### config.mk
export PLATFORM = sky130hd
export DESIGN_NAME = fir_mac_engine_flat
export DESIGN_NICKNAME = d
export VERILOG_FILES = /design/src/rtl/fir_pkg.sv /design/src/rtl/fir_mac_engine_if.sv /design/src/rtl/fir_mac_unit.sv /design/src/rtl/fir_mac_engine.sv /design/src/flat_wrapper.sv
export SDC_FILE = /design/constraint.sdc
export NUM_CORES = 1
export LEC_CHECK = 0
export BUFFER_PORTS_ARGS = -buffer_cell sky130_fd_sc_hd__buf_2
export CORE_UTILIZATION = 25
export CTS_BUF_LIST = sky130_fd_sc_hd__clkbuf_2 sky130_fd_sc_hd__clkbuf_4 sky130_fd_sc_hd__clkbuf_8
export DETAILED_ROUTE_END_ITERATION = 10
export PLACE_DENSITY_LB_ADDON = 0.2
export SYNTH_ARGS = -nofsm -noshare
export SYNTH_HDL_FRONTEND = slang
export SYNTH_SLANG_ARGS = --single-unit
### constraint.sdc
create_clock -name clock -period 9.7 [get_ports clock]
set_input_delay 2.425 -clock clock [delete_from_list [all_inputs] [get_ports clock]]
set_output_delay 2.425 -clock clock [all_outputs]
set_load 0.05 [all_outputs]
### src/rtl/fir_pkg.sv
// Shared types, default widths and width helper for the FIR MAC engine.
package fir_pkg;

  typedef enum logic [1:0] {
    IDLE = 2'd0,
    MAC  = 2'd1,
    OUT  = 2'd2
  } state_t;

  localparam int DEF_DATA_W = 16;
  localparam int DEF_COEF_W = 16;
  localparam int DEF_TAPS   = 4;

  // Full product width plus guard bits so that TAPS worst-case products never overflow.
  function automatic int acc_width(input int data_w, input int coef_w, input int taps);
    return data_w + coef_w + $clog2(taps);
  endfunction

endpackage

### src/rtl/fir_mac_engine_if.sv
// Processor/consumer-facing bundle of the FIR MAC engine: sample push,
// coefficient write, flush and the result valid/ready handshake.
interface fir_mac_engine_if #(
  parameter int DATA_W = fir_pkg::DEF_DATA_W,
  parameter int COEF_W = fir_pkg::DEF_COEF_W,
  parameter int TAPS   = fir_pkg::DEF_TAPS,
  parameter int ACC_W  = fir_pkg::acc_width(DATA_W, COEF_W, TAPS)
);

  localparam int ADDR_W = $clog2(TAPS);

  logic                     clear;
  logic                     sample_valid;
  logic signed [DATA_W-1:0] sample_data;
  logic                     sample_ready;
  logic                     coeff_we;
  logic [ADDR_W-1:0]        coeff_addr;
  logic signed [COEF_W-1:0] coeff_data;
  logic                     busy;
  logic                     result_valid;
  logic signed [ACC_W-1:0]  result_data;
  logic                     result_ready;

  // Processor / consumer side.
  modport master (
    output clear, sample_valid, sample_data, coeff_we, coeff_addr, coeff_data, result_ready,
    input  sample_ready, busy, result_valid, result_data
  );

  // Engine side.
  modport slave (
    input  clear, sample_valid, sample_data, coeff_we, coeff_addr, coeff_data, result_ready,
    output sample_ready, busy, result_valid, result_data
  );

endinterface

### src/rtl/fir_mac_unit.sv
// Signed multiply, sign-extend to accumulator width, and accumulate.
// clr has priority over en; sum is the value the accumulator would take
// on an enabled edge, so the caller can capture the final tap sum directly.
module fir_mac_unit #(
  parameter int DATA_W = 16,
  parameter int COEF_W = 16,
  parameter int ACC_W  = 34
) (
  input  logic                     clock,
  input  logic                     reset,
  input  logic                     clr,
  input  logic                     en,
  input  logic signed [DATA_W-1:0] x,
  input  logic signed [COEF_W-1:0] c,
  output logic signed [ACC_W-1:0]  acc,
  output logic signed [ACC_W-1:0]  sum
);

  localparam int PROD_W = DATA_W + COEF_W;

  logic signed [PROD_W-1:0] prod_s;
  logic signed [ACC_W-1:0]  prod_ext_s;
  logic signed [ACC_W-1:0]  sum_s;
  logic signed [ACC_W-1:0]  acc_r;

  // Product, its sign extension and the next accumulator value.
  always_comb begin
    prod_s     = PROD_W'(x) * PROD_W'(c);
    prod_ext_s = {{(ACC_W - PROD_W){prod_s[PROD_W-1]}}, prod_s};
    sum_s      = acc_r + prod_ext_s;
  end

  // Accumulator register: cleared at the start of each computation, adds one tap when enabled.
  always_ff @(posedge clock or posedge reset) begin
    if (reset) begin
      acc_r <= '0;
    end else if (clr) begin
      acc_r <= '0;
    end else if (en) begin
      acc_r <= sum_s;
    end else begin
      acc_r <= acc_r;
    end
  end

  assign acc = acc_r;
  assign sum = sum_s;

endmodule

### src/rtl/fir_mac_engine.sv
// Sequential FIR engine: y[n] = sum_k c[k]*x[n-k] using one time-shared MAC.
// IDLE accepts a sample, MAC walks one tap per cycle, OUT holds the result
// until the consumer takes it. Coefficients are writable only in IDLE.
module fir_mac_engine
  import fir_pkg::*;
#(
  parameter int DATA_W = DEF_DATA_W,
  parameter int COEF_W = DEF_COEF_W,
  parameter int TAPS   = DEF_TAPS,
  parameter int ACC_W  = acc_width(DATA_W, COEF_W, TAPS)
) (
  input logic       clock,
  input logic       reset,
  fir_mac_engine_if.slave bus
);

  localparam int TW = $clog2(TAPS);

  state_t                   state_r;
  logic [TW-1:0]            tap_r;
  logic                     sample_ready_r;
  logic                     busy_r;
  logic                     result_valid_r;
  logic signed [ACC_W-1:0]  result_data_r;
  logic signed [DATA_W-1:0] x_r    [TAPS];
  logic signed [COEF_W-1:0] coef_r [TAPS];

  logic                     accept_s;
  logic                     last_tap_s;
  logic                     coef_wr_s;
  logic                     mac_clr_s;
  logic                     mac_en_s;
  logic signed [DATA_W-1:0] x_sel_s;
  logic signed [COEF_W-1:0] c_sel_s;
  logic signed [ACC_W-1:0]  acc_s;
  logic signed [ACC_W-1:0]  sum_s;

  // Handshake decode, tap operand select and MAC controls. A flush blocks acceptance.
  always_comb begin
    accept_s   = bus.sample_valid && sample_ready_r && !bus.clear;
    last_tap_s = (tap_r == TW'(TAPS - 1));
    coef_wr_s  = bus.coeff_we && (state_r == IDLE);
    mac_clr_s  = bus.clear || accept_s;
    mac_en_s   = (state_r == MAC) && !bus.clear;
    x_sel_s    = x_r[tap_r];
    c_sel_s    = coef_r[tap_r];
  end

  fir_mac_unit #(
    .DATA_W (DATA_W),
    .COEF_W (COEF_W),
    .ACC_W  (ACC_W)
  ) u_mac (
    .clock (clock),
    .reset (reset),
    .clr   (mac_clr_s),
    .en    (mac_en_s),
    .x     (x_sel_s),
    .c     (c_sel_s),
    .acc   (acc_s),
    .sum   (sum_s)
  );

  // Coefficient bank: cleared only by reset, written only while idle so a computation sees stable taps.
  always_ff @(posedge clock or posedge reset) begin
    if (reset) begin
      for (int k = 0; k < TAPS; k++) coef_r[k] <= '0;
    end else if (coef_wr_s) begin
      coef_r[bus.coeff_addr] <= bus.coeff_data;
    end else begin
      for (int k = 0; k < TAPS; k++) coef_r[k] <= coef_r[k];
    end
  end

  // Control FSM with registered handshake outputs, tap counter, result register and delay line.
  always_ff @(posedge clock or posedge reset) begin
    if (reset) begin
      state_r        <= IDLE;
      tap_r          <= '0;
      sample_ready_r <= 1'b1;
      busy_r         <= 1'b0;
      result_valid_r <= 1'b0;
      result_data_r  <= '0;
      for (int k = 0; k < TAPS; k++) x_r[k] <= '0;
    end else if (bus.clear) begin
      state_r        <= IDLE;
      tap_r          <= '0;
      sample_ready_r <= 1'b1;
      busy_r         <= 1'b0;
      result_valid_r <= 1'b0;
      result_data_r  <= '0;
      for (int k = 0; k < TAPS; k++) x_r[k] <= '0;
    end else begin
      case (state_r)
        IDLE: begin
          if (accept_s) begin
            for (int k = TAPS - 1; k > 0; k--) x_r[k] <= x_r[k-1];
            x_r[0]         <= bus.sample_data;
            tap_r          <= '0;
            state_r        <= MAC;
            sample_ready_r <= 1'b0;
            busy_r         <= 1'b1;
          end else begin
            state_r <= IDLE;
          end
        end
        MAC: begin
          if (last_tap_s) begin
            result_data_r  <= sum_s;
            result_valid_r <= 1'b1;
            state_r        <= OUT;
          end else begin
            tap_r <= tap_r + TW'(1);
          end
        end
        OUT: begin
          if (bus.result_ready) begin
            result_valid_r <= 1'b0;
            sample_ready_r <= 1'b1;
            busy_r         <= 1'b0;
            state_r        <= IDLE;
          end else begin
            state_r <= OUT;
          end
        end
        default: begin
          state_r        <= IDLE;
          tap_r          <= '0;
          sample_ready_r <= 1'b1;
          busy_r         <= 1'b0;
          result_valid_r <= 1'b0;
        end
      endcase
    end
  end

  assign bus.sample_ready = sample_ready_r;
  assign bus.busy         = busy_r;
  assign bus.result_valid = result_valid_r;
  assign bus.result_data  = result_data_r;

endmodule
### src/flat_wrapper.sv
// flat-port wrapper written by rule: the top's interface ports become plain ports
module fir_mac_engine_flat import fir_pkg::*;
#(
  parameter int DATA_W = DEF_DATA_W,
  parameter int COEF_W = DEF_COEF_W,
  parameter int TAPS   = DEF_TAPS,
  parameter int ACC_W  = acc_width(DATA_W, COEF_W, TAPS)
)
  (clock, reset, bus_clear, bus_sample_valid, bus_sample_data, bus_coeff_we, bus_coeff_addr, bus_coeff_data, bus_result_ready, bus_sample_ready, bus_busy, bus_result_valid, bus_result_data);
  fir_mac_engine_if #(.DATA_W(DATA_W), .COEF_W(COEF_W), .TAPS(TAPS), .ACC_W(ACC_W)) bus_i ();
  input logic clock;
  input logic reset;
  input wire logic [$bits(bus_i.clear)-1:0] bus_clear;
  input wire logic [$bits(bus_i.sample_valid)-1:0] bus_sample_valid;
  input wire logic [$bits(bus_i.sample_data)-1:0] bus_sample_data;
  input wire logic [$bits(bus_i.coeff_we)-1:0] bus_coeff_we;
  input wire logic [$bits(bus_i.coeff_addr)-1:0] bus_coeff_addr;
  input wire logic [$bits(bus_i.coeff_data)-1:0] bus_coeff_data;
  input wire logic [$bits(bus_i.result_ready)-1:0] bus_result_ready;
  output wire logic [$bits(bus_i.sample_ready)-1:0] bus_sample_ready;
  output wire logic [$bits(bus_i.busy)-1:0] bus_busy;
  output wire logic [$bits(bus_i.result_valid)-1:0] bus_result_valid;
  output wire logic [$bits(bus_i.result_data)-1:0] bus_result_data;
  assign bus_i.clear = bus_clear;
  assign bus_i.sample_valid = bus_sample_valid;
  assign bus_i.sample_data = bus_sample_data;
  assign bus_i.coeff_we = bus_coeff_we;
  assign bus_i.coeff_addr = bus_coeff_addr;
  assign bus_i.coeff_data = bus_coeff_data;
  assign bus_i.result_ready = bus_result_ready;
  assign bus_sample_ready = bus_i.sample_ready;
  assign bus_busy = bus_i.busy;
  assign bus_result_valid = bus_i.result_valid;
  assign bus_result_data = bus_i.result_data;
  fir_mac_engine #(.DATA_W(DATA_W), .COEF_W(COEF_W), .TAPS(TAPS), .ACC_W(ACC_W)) u_core (.clock(clock), .reset(reset), .bus(bus_i));
endmodule
Yosys cells after proc, flatten, opt, wreduce, memory -nomap -nowiden. Cells that the tools add are included.

Input port bits: 40. Word-level logic and storage cells: 88. Register bits: 203.

$mul: 1. Mux-type cells: 37. Equal/unequal tests: 10. Add/subtract/negate cells: 2. Bitwise logic cells: 2. Order comparisons: 3. Reductions and logical operators: 18.

Operators by type and width (number): $mux W64 (3); $mux W34 (5); $mux W16 (5); $bmux W16 S2 (2); $bwmux W64 (1); $add A34 B32 Y34 (1); $demux W16 S2 (1); $mul A16 B16 Y32 (1); $mux W2 (6); $pmux W2 S3 (2); $reduce_bool A2 Y1 (5); $mux W1 (9); $pmux W1 S3 (3); $reduce_and A3 Y1 (3); $ge A3 B3 Y1 const B (2); $ne A2 B2 Y1 const B (3); $ne A3 B2 Y1 const B (2); $ne A3 B3 Y1 const B (2); $not A2 Y3 (2); $logic_and A1 B1 Y1 (5); $eq A2 B2 Y1 const B (2); $reduce_and A2 Y1 (2); $lt A3 B1 Y1 const B (1); $add A2 B1 Y2 const B (1); other kinds (4) (4).

Depth between registers and ports, before layout. Gate-level depths: netlist of the first run.

Depth in word-level cells: 9. Depth in mapped cells: 27. Gate-level depth less buffers: 24.

Hierarchy. A second synthesis of the first run with hierarchy kept.

Cells, all modules: 1863. Area, all modules: 20235.7 um2.

Modules (own cells, without submodules): fir_mac_unit (seq. area each 850.8 um2, times used 1, cells an instance 1421, area an instance 13133.8 um2); fir_mac_engine (seq. area each 4230.3 um2, times used 1, cells an instance 442, area an instance 7101.8 um2).

Worst setup path after synthesis of the first run. OpenSTA, ideal clock, no wires.

Kind: flip-flop to flip-flop. Start point: register u_core.tap_r[1]. End point: register u_core.u_mac.acc_r[27] (netlist: u_core.u_mac.acc[27]). Cell stages (with the launch flop): 27. Slack: 2006 ps. Data arrival time: 7624 ps. Data required time: 9630 ps. Cells stage by stage: dfrtp_1 -> clkbuf_1 -> buf_1 -> buf_2 -> mux4_2 -> clkbuf_1 -> nand2_1 -> inv_1 -> fa_1 -> fa_1 -> inv_1 -> fa_1 -> inv_1 -> fa_1 -> fa_1 -> inv_1 -> fa_1 -> inv_1 -> ha_1 -> nand2_1 -> or3_1 -> a32o_2 -> o41ai_4 -> a21oi_2 -> o21a_1 -> or4_1 -> nand3_1.

Longest elaborated chain between the ends: 8.

Ends and longest elaborated chain: from (decl) (line fir_mac_engine.sv:20) `logic [TW-1:0] tap_r;`; from (signal assigned) (line fir_mac_engine.sv:113) `tap_r <= tap_r + TW'(1);`; $not A2 Y3 (implied by the code) (*) (line fir_mac_engine.sv:45, fir_mac_engine.sv:46); $bmux W16 S2 (on tied branches) (line fir_mac_engine.sv:45, fir_mac_engine.sv:46); $mux W16 (on tied branches) (2 in a row) (line fir_mac_engine.sv:45, fir_mac_engine.sv:46); $mul A16 B16 Y32 (*) (line fir_mac_unit.sv:28) `prod_s = PROD_W'(x) * PROD_W'(c);`; $add A34 B32 Y34 (*) (line fir_mac_unit.sv:30) `sum_s = acc_r + prod_ext_s;`; $mux W34 (*) (line fir_mac_unit.sv:39) `end else if (en) begin`; $mux W34 (*) (line fir_mac_unit.sv:37) `end else if (clr) begin`; to (signal assigned) (line fir_mac_unit.sv:40) `acc_r <= sum_s;`; to (signal assigned) (line fir_mac_unit.sv:42) `acc_r <= acc_r;`; to (decl) (line fir_mac_unit.sv:24) `logic signed [ACC_W-1:0] acc_r;`.

Every way passes the cells marked *; elsewhere a longest branch is shown, timed or not. The select of a mux whose other input is x is not followed. A chain may end at the register's enable or synchronous reset.

Final worst setup path of the first run. Ends and elaborated chain as after synthesis.

==> results.cfg, run 1 <==
[synth]
synth_top_family_by_area = adder cells
synth_area_um2 = 19300
synth_edf_count = 0
synth-compound-area-share = 0.0807
synthCells = 1797
synth_fa_ha_area_frac = 0.382
yosysSeqAreaShare = 0.263
yosysMostFrequentCell = inv_1
netlist_top_cells_area = fa_1, dfrtp_1, inv_1, ha_1, a22o_1
synth_xor_area_frac = 0.0181
muxShareOfSynthArea = 0.0745
yosys.area.top_type = fa_1
synth.avg_cell_area_um2 = 10.8
ys.flop_type = dfrtp_1
async_flop_share = 1.00
synthesis.nets = 2245
synth_top_cell_area_share = 0.316
synth.distinct_cells = 50
yosysWarnings = 0
synthTopCellsByCount = inv_1, fa_1, dfrtp_1
ys_seq_elements = 203
yosys.area_share.simple = 0.0986

[placed_design]
place_area_um2 = 20900
place_congestion = 0.792
port_buffers = 76
hpwl_mm = 40.4
post-place-ws_ns = 1.70

[route]
ant_nets = 0
routed-via-count = 12800
wl_per_cell_um = 18.1
initialDrtViolationCount = 493
drtPass1Iterations = 5
avgViaCountPerCell = 4.38
totalWireLength_mm = 52.7
drt_drc_violations_left = 0

[clock_tree]
cts_buffers = 39
cts_setup_buffers = 0
root_buffer = clkbuf_8
cts_sinks = 203
postCtsHoldBufs = 0
htree_levels = 2
clk_latency_ns = 0.61
post_cts_resize_count = 0
clk_pin_slew_worst_paths_ns = 0.06
ctsLongestPathBuffers = 3
cts_tree = yes

[sta]
max_slew.worst_pin.slew_ns = 1.03
slew_headroom = 0.313
finalSetupViolCount = 0
period_minus_slack_ns = 7.92
fin_ws_ns = 1.78
rsz0062_at_grt = no
whs_ns = 0.476
maxSlewViolCount = 0
fmax_ghz = 0.126
period_share = 0.816
hold_viol = 0
fin_worst_skew_ns = 0.0214
fin_setup_tns_ns = 0

[worst_setup_path]
crit_top_cell = fa_1
crit_chain = buf_4 -> mux4_2 -> and2_1 -> fa_1 -> inv_1 -> fa_1 -> inv_1 -> fa_1 -> fa_1 -> fa_1 -> inv_1 -> fa_1 -> inv_1 -> ha_1 -> nand2_1 -> or3_1 -> a32o_2 -> o41ai_4 -> a21oi_2 -> o21a_1 -> or4_1 -> nand3_1
cp-start-kind = register
max_stage_delay_ns = 0.78
endpoint_kind = register
path_max_fanout = 18
cp_slowest_cell = mux4_2
path_class = register to register
crit_required_ns = 10.23
arrival_ns = 8.45

[power]
p_leak_nw = 10.8
pwr_density_cell_nw_per_um2 = 286
ir_drop_mv = 0.244

[layout]
synthToLayoutAreaGrowth_pct = 12.8
drive_above_1_share = 0.147
finalCoreUtilization = 0.286
postLayoutCellArea_um2 = 21800
fill_cells = 8000
nets = 2303

[floorplan]
core-area_um2 = 76200
dieArea_um2 = 78500
die_y_um = 280
fp.dieW_um = 280
pin_count = 77
start_util = 0.254
core.rowCount = 101

[min_path]
hold_path_class = register to register

[global_route]
antenna_found_initial = 3
grt_pass1_wl_mm = 85.4
first_global_vias = 14600
grt_usage = 0.141
globalRouteOverflowTotal = 0
grt_start_max_net_pins = 89

[outcome]
outcome = finished clean

[flow_run]
drv_cap = 0
[placed cells by master, fill, tap and decap left out, drive strengths merged, types with 12 or more instances in the layout]
cell,n
a21oi,54
a22o,87
and2,120
buf,94
clkbuf,62
dfrtp,202
fa,305
ha,103
inv,353
mux2,65
mux4,31
nand2,200
nand3,12
nor2,43
o21ai,26
xnor2,29
[metrics by stage]
stage,power [mW],instances
CTS,6.36,2915
finish,6.23,2917
global placement,5.30,2844
floorplan,4.21,1797
global route,6.97,2917
detailed placement,5.34,2844
[logic make-up after synthesis]
kind of cell / after synthesis
AND/OR/NAND/NOR: 406
multiplexers: 97
adder cells (fa/ha/maj): 408
flip-flops: 203
buffers and inverters: 427
XOR/XNOR: 40
AO/OA/AOI/OAI: 216
[flip-flops by register name, summed over array words and instances (netlist names)]
register	count
u_core.bus.result_valid	1
u_core.x_r	64
u_core.bus.busy	1
u_core.coef_r	64
u_core.state_r	2
u_core.bus.result_data	34
u_core.bus.sample_ready	1
u_core.tap_r	2
u_core.u_mac.acc	34
[critical path, delay by kind of cell (launching register included)]
kind / cells / cell delay, ns
compound gates: 4 / 1.26
fa+ha+maj: 7 / 3.20
buf+inv: 5 / 0.60
flops: 1 / 0.74
mux: 1 / 0.78
simple gates: 5 / 1.23
[final timing paths]
path                                                    to  cells past startpoint                       start  slack, ns
worst max register to register        u_core.u_mac.acc[27]                     22             u_core.tap_r[1]       1.78
min in group asynchronous                   u_core.x_r[57]                      2                       reset       1.92
worst min register to register  u_core.bus.result_data[15]                      2  u_core.bus.result_data[15]       0.48
worst max-delay path                  u_core.u_mac.acc[27]                     22             u_core.tap_r[1]       1.78
max in group asynchronous       u_core.bus.result_data[22]                      3                       reset       6.44
worst min-delay path            u_core.bus.result_data[15]                      2  u_core.bus.result_data[15]       0.48
[area by class of cell]
cell class | count | area, um2 | area share
multi-input combinational | 1167 | 12700 | 0.583
sequential | 203 | 5080 | 0.233
inverter | 350 | 1320 | 0.0606
tap | 1030 | 1290 | 0.0591
clock buffer | 62 | 791 | 0.0363
timing repair buffer | 94 | 515 | 0.0236
clock inverter | 9 | 93.8 | 0.00430
antenna | 2 | 5.00 | 0.000230
[per-layer routing]
layer,vias to the layer above,global-route usage,share of wire
met1,6718,0.184,0.46
met4,4,0.0380,0.023
met2,188,0.241,0.49
met5,-,0,0.00051
met3,73,0.0200,0.030
li1,5800,-,-
[power breakdown]
group / switching (mW) / leakage (nW) / total [mW] / internal [mW]
clock network: 0.418 / 0.473 / 0.969 / 0.551
registers: 0.0700 / 2.68 / 1.02 / 0.949
logic: 2.59 / 7.64 / 4.24 / 1.66
total: 3.07 / 10.8 / 6.23 / 3.16
(Power assumes the default switching activity.)
==> inputs of run 2 (changes only) <==
==> constraint.sdc (replaced) <==
create_clock -name clock -period 7.5 [get_ports clock]
set_input_delay 1.875 -clock clock [delete_from_list [all_inputs] [get_ports clock]]
set_output_delay 1.875 -clock clock [all_outputs]
set_load 0.05 [all_outputs]
==> results.cfg, run 2 (synthesis results as in run 1) <==
[outcome]
outcome = finished clean

[clock_tree]
postCtsHoldBufs = 0
ctsLongestPathBuffers = 3
root_buffer = clkbuf_8
cts_tree = yes
clk_pin_slew_worst_paths_ns = 0.06
cts_sinks = 203
cts_buffers = 41
htree_levels = 2
clk_latency_ns = 0.62

[route]
avgViaCountPerCell = 4.37
totalWireLength_mm = 53.0
wl_per_cell_um = 17.7
drtPass1Iterations = 4
drt_drc_violations_left = 0
initialDrtViolationCount = 565
routed-via-count = 13100
ant_nets = 0

[global_route]
grt_pass1_wl_mm = 85.8
globalRouteOverflowTotal = 0
grt_usage = 0.142
antenna_found_initial = 3
grt_start_max_net_pins = 112
first_global_vias = 14700

[sta]
hold_viol = 0
whs_ns = 0.482
period_minus_slack_ns = 7.24
rsz0062_at_grt = no
fmax_ghz = 0.138
slew_headroom = 0.270
max_slew.worst_pin.slew_ns = 1.09
fin_worst_skew_ns = 0.0273
maxSlewViolCount = 0
finalSetupViolCount = 0
period_share = 0.965

[layout]
postLayoutCellArea_um2 = 22600
final_cell_mix = inv_1, fa_1, nand2_1, dfrtp_1, and2_1
finalCoreUtilization = 0.296
synthToLayoutAreaGrowth_pct = 16.7
final_common_cell = inv_1
fin_cells = 2994
nets = 2379
reg_top3 = u_core.coef_r (64), u_core.x_r (64)
drive_above_1_share = 0.188

[placed_design]
port_buffers = 76
place_area_um2 = 21300
hpwl_mm = 41.0
dp.cells = 2888
place_congestion = 0.855

[power]
p_leak_nw = 11.2
pwr_density_cell_nw_per_um2 = 377
p_switching_mw = 4.12
total_power_mw = 8.50
ir_drop_mv = 0.252
sw_frac_of_total = 0.484
p_clk_frac = 0.151
p_comb_frac = 0.695
power.share.sequential = 0.154
p_int_mw = 4.39

[min_path]
hold_path_class = register to register
hp-start = u_core.bus.result_data[16]

[floorplan]
pin_count = 77
core-area_um2 = 76200
core.rowCount = 101
die_y_um = 280
start_util = 0.254
dieArea_um2 = 78500
fp.dieW_um = 280

[worst_setup_path]
cp_slowest_cell = mux4_2
r2r_start = u_core.tap_r[1]
path_class = register to register
path_max_fanout = 8
max_stage_delay_ns = 0.64
crit_top_cell = fa_1
crit_required_ns = 8.05
startpoint = u_core.tap_r[1]
endpoint_kind = register
arrival_ns = 7.79
cp-start-kind = register

[flow_run]
drv_cap = 0
run 2: final timing paths:
path	to	slack, ns	cells after the start
max in group asynchronous	u_core.bus.result_data[14]	4.73	3
min in group asynchronous	u_core.x_r[32]	1.42	2
max	u_core.u_mac.acc[32]	0.26	25
min reg2reg	u_core.bus.result_data[16]	0.48	2
min	u_core.bus.result_data[16]	0.48	2
max reg2reg	u_core.u_mac.acc[32]	0.26	25
run 2: layout make-up:
cell class / count / area [um2]
Fill cell: 7916 / 53600
Timing Repair Buffer: 168 / 1180
Clock buffer: 66 / 827
Antenna cell: 1 / 2.50
Inverter: 350 / 1320
Sequential cell: 203 / 5080
Tap cell: 1030 / 1290
Clock inverter: 9 / 88.8
Multi-Input combinational cell: 1167 / 12800
run 2: metal layers:
layer	wire length, um	up-vias	share of wire	global-route usage
met4	1010	4	0.019	0.0338
li1	-	5951	-	-
met1	24500	6878	0.46	0.192
met2	25900	189	0.49	0.239
met3	1590	66	0.030	0.0195
met5	31	-	0.00058	0
run 2: power groups by stage:
| stage | combinational [mW] | clock [mW] | sequential (mW) |
|---|---|---|---|
| 5_1_grt | 6.79 | 1.39 | 1.33 |
| 3_5_place_dp | 5.85 | 0 | 1.33 |
| 3_3_place_gp | 5.83 | 0 | 1.33 |
| 4_1_cts | 5.90 | 1.34 | 1.31 |
| 6_report | 5.91 | 1.29 | 1.31 |
| 2_1_floorplan | 4.15 | 0 | 1.30 |
run 2: stage by stage:
step           setup slack, ns  setup TNS, ns
2_1_floorplan           0.0192              0
5_1_grt                0.00367              0
3_5_place_dp           -0.0279        -0.0338
6_report                 0.262              0
3_3_place_gp           0.00464              0
4_1_cts                 0.0104              0
run 2: critical path: cells and delay by family, from the launching register on:
family                   cells  cell delay (ns)
AO/OA/AOI/OAI                7             1.41
AND/OR/NAND/NOR              3             0.67
flip-flops                   1             0.51
multiplexers                 1             0.64
buffers and inverters        7             0.67
adder cells (fa/ha/maj)      7             3.24
run 2: repair_timing:
item                                    4_1_cts  5_1_grt
gates cloned                                  0        2
endpoints found under the setup margin        2       14
resized for setup                             1       18
pin swaps                                     0        4
setup buffers                                 2       26
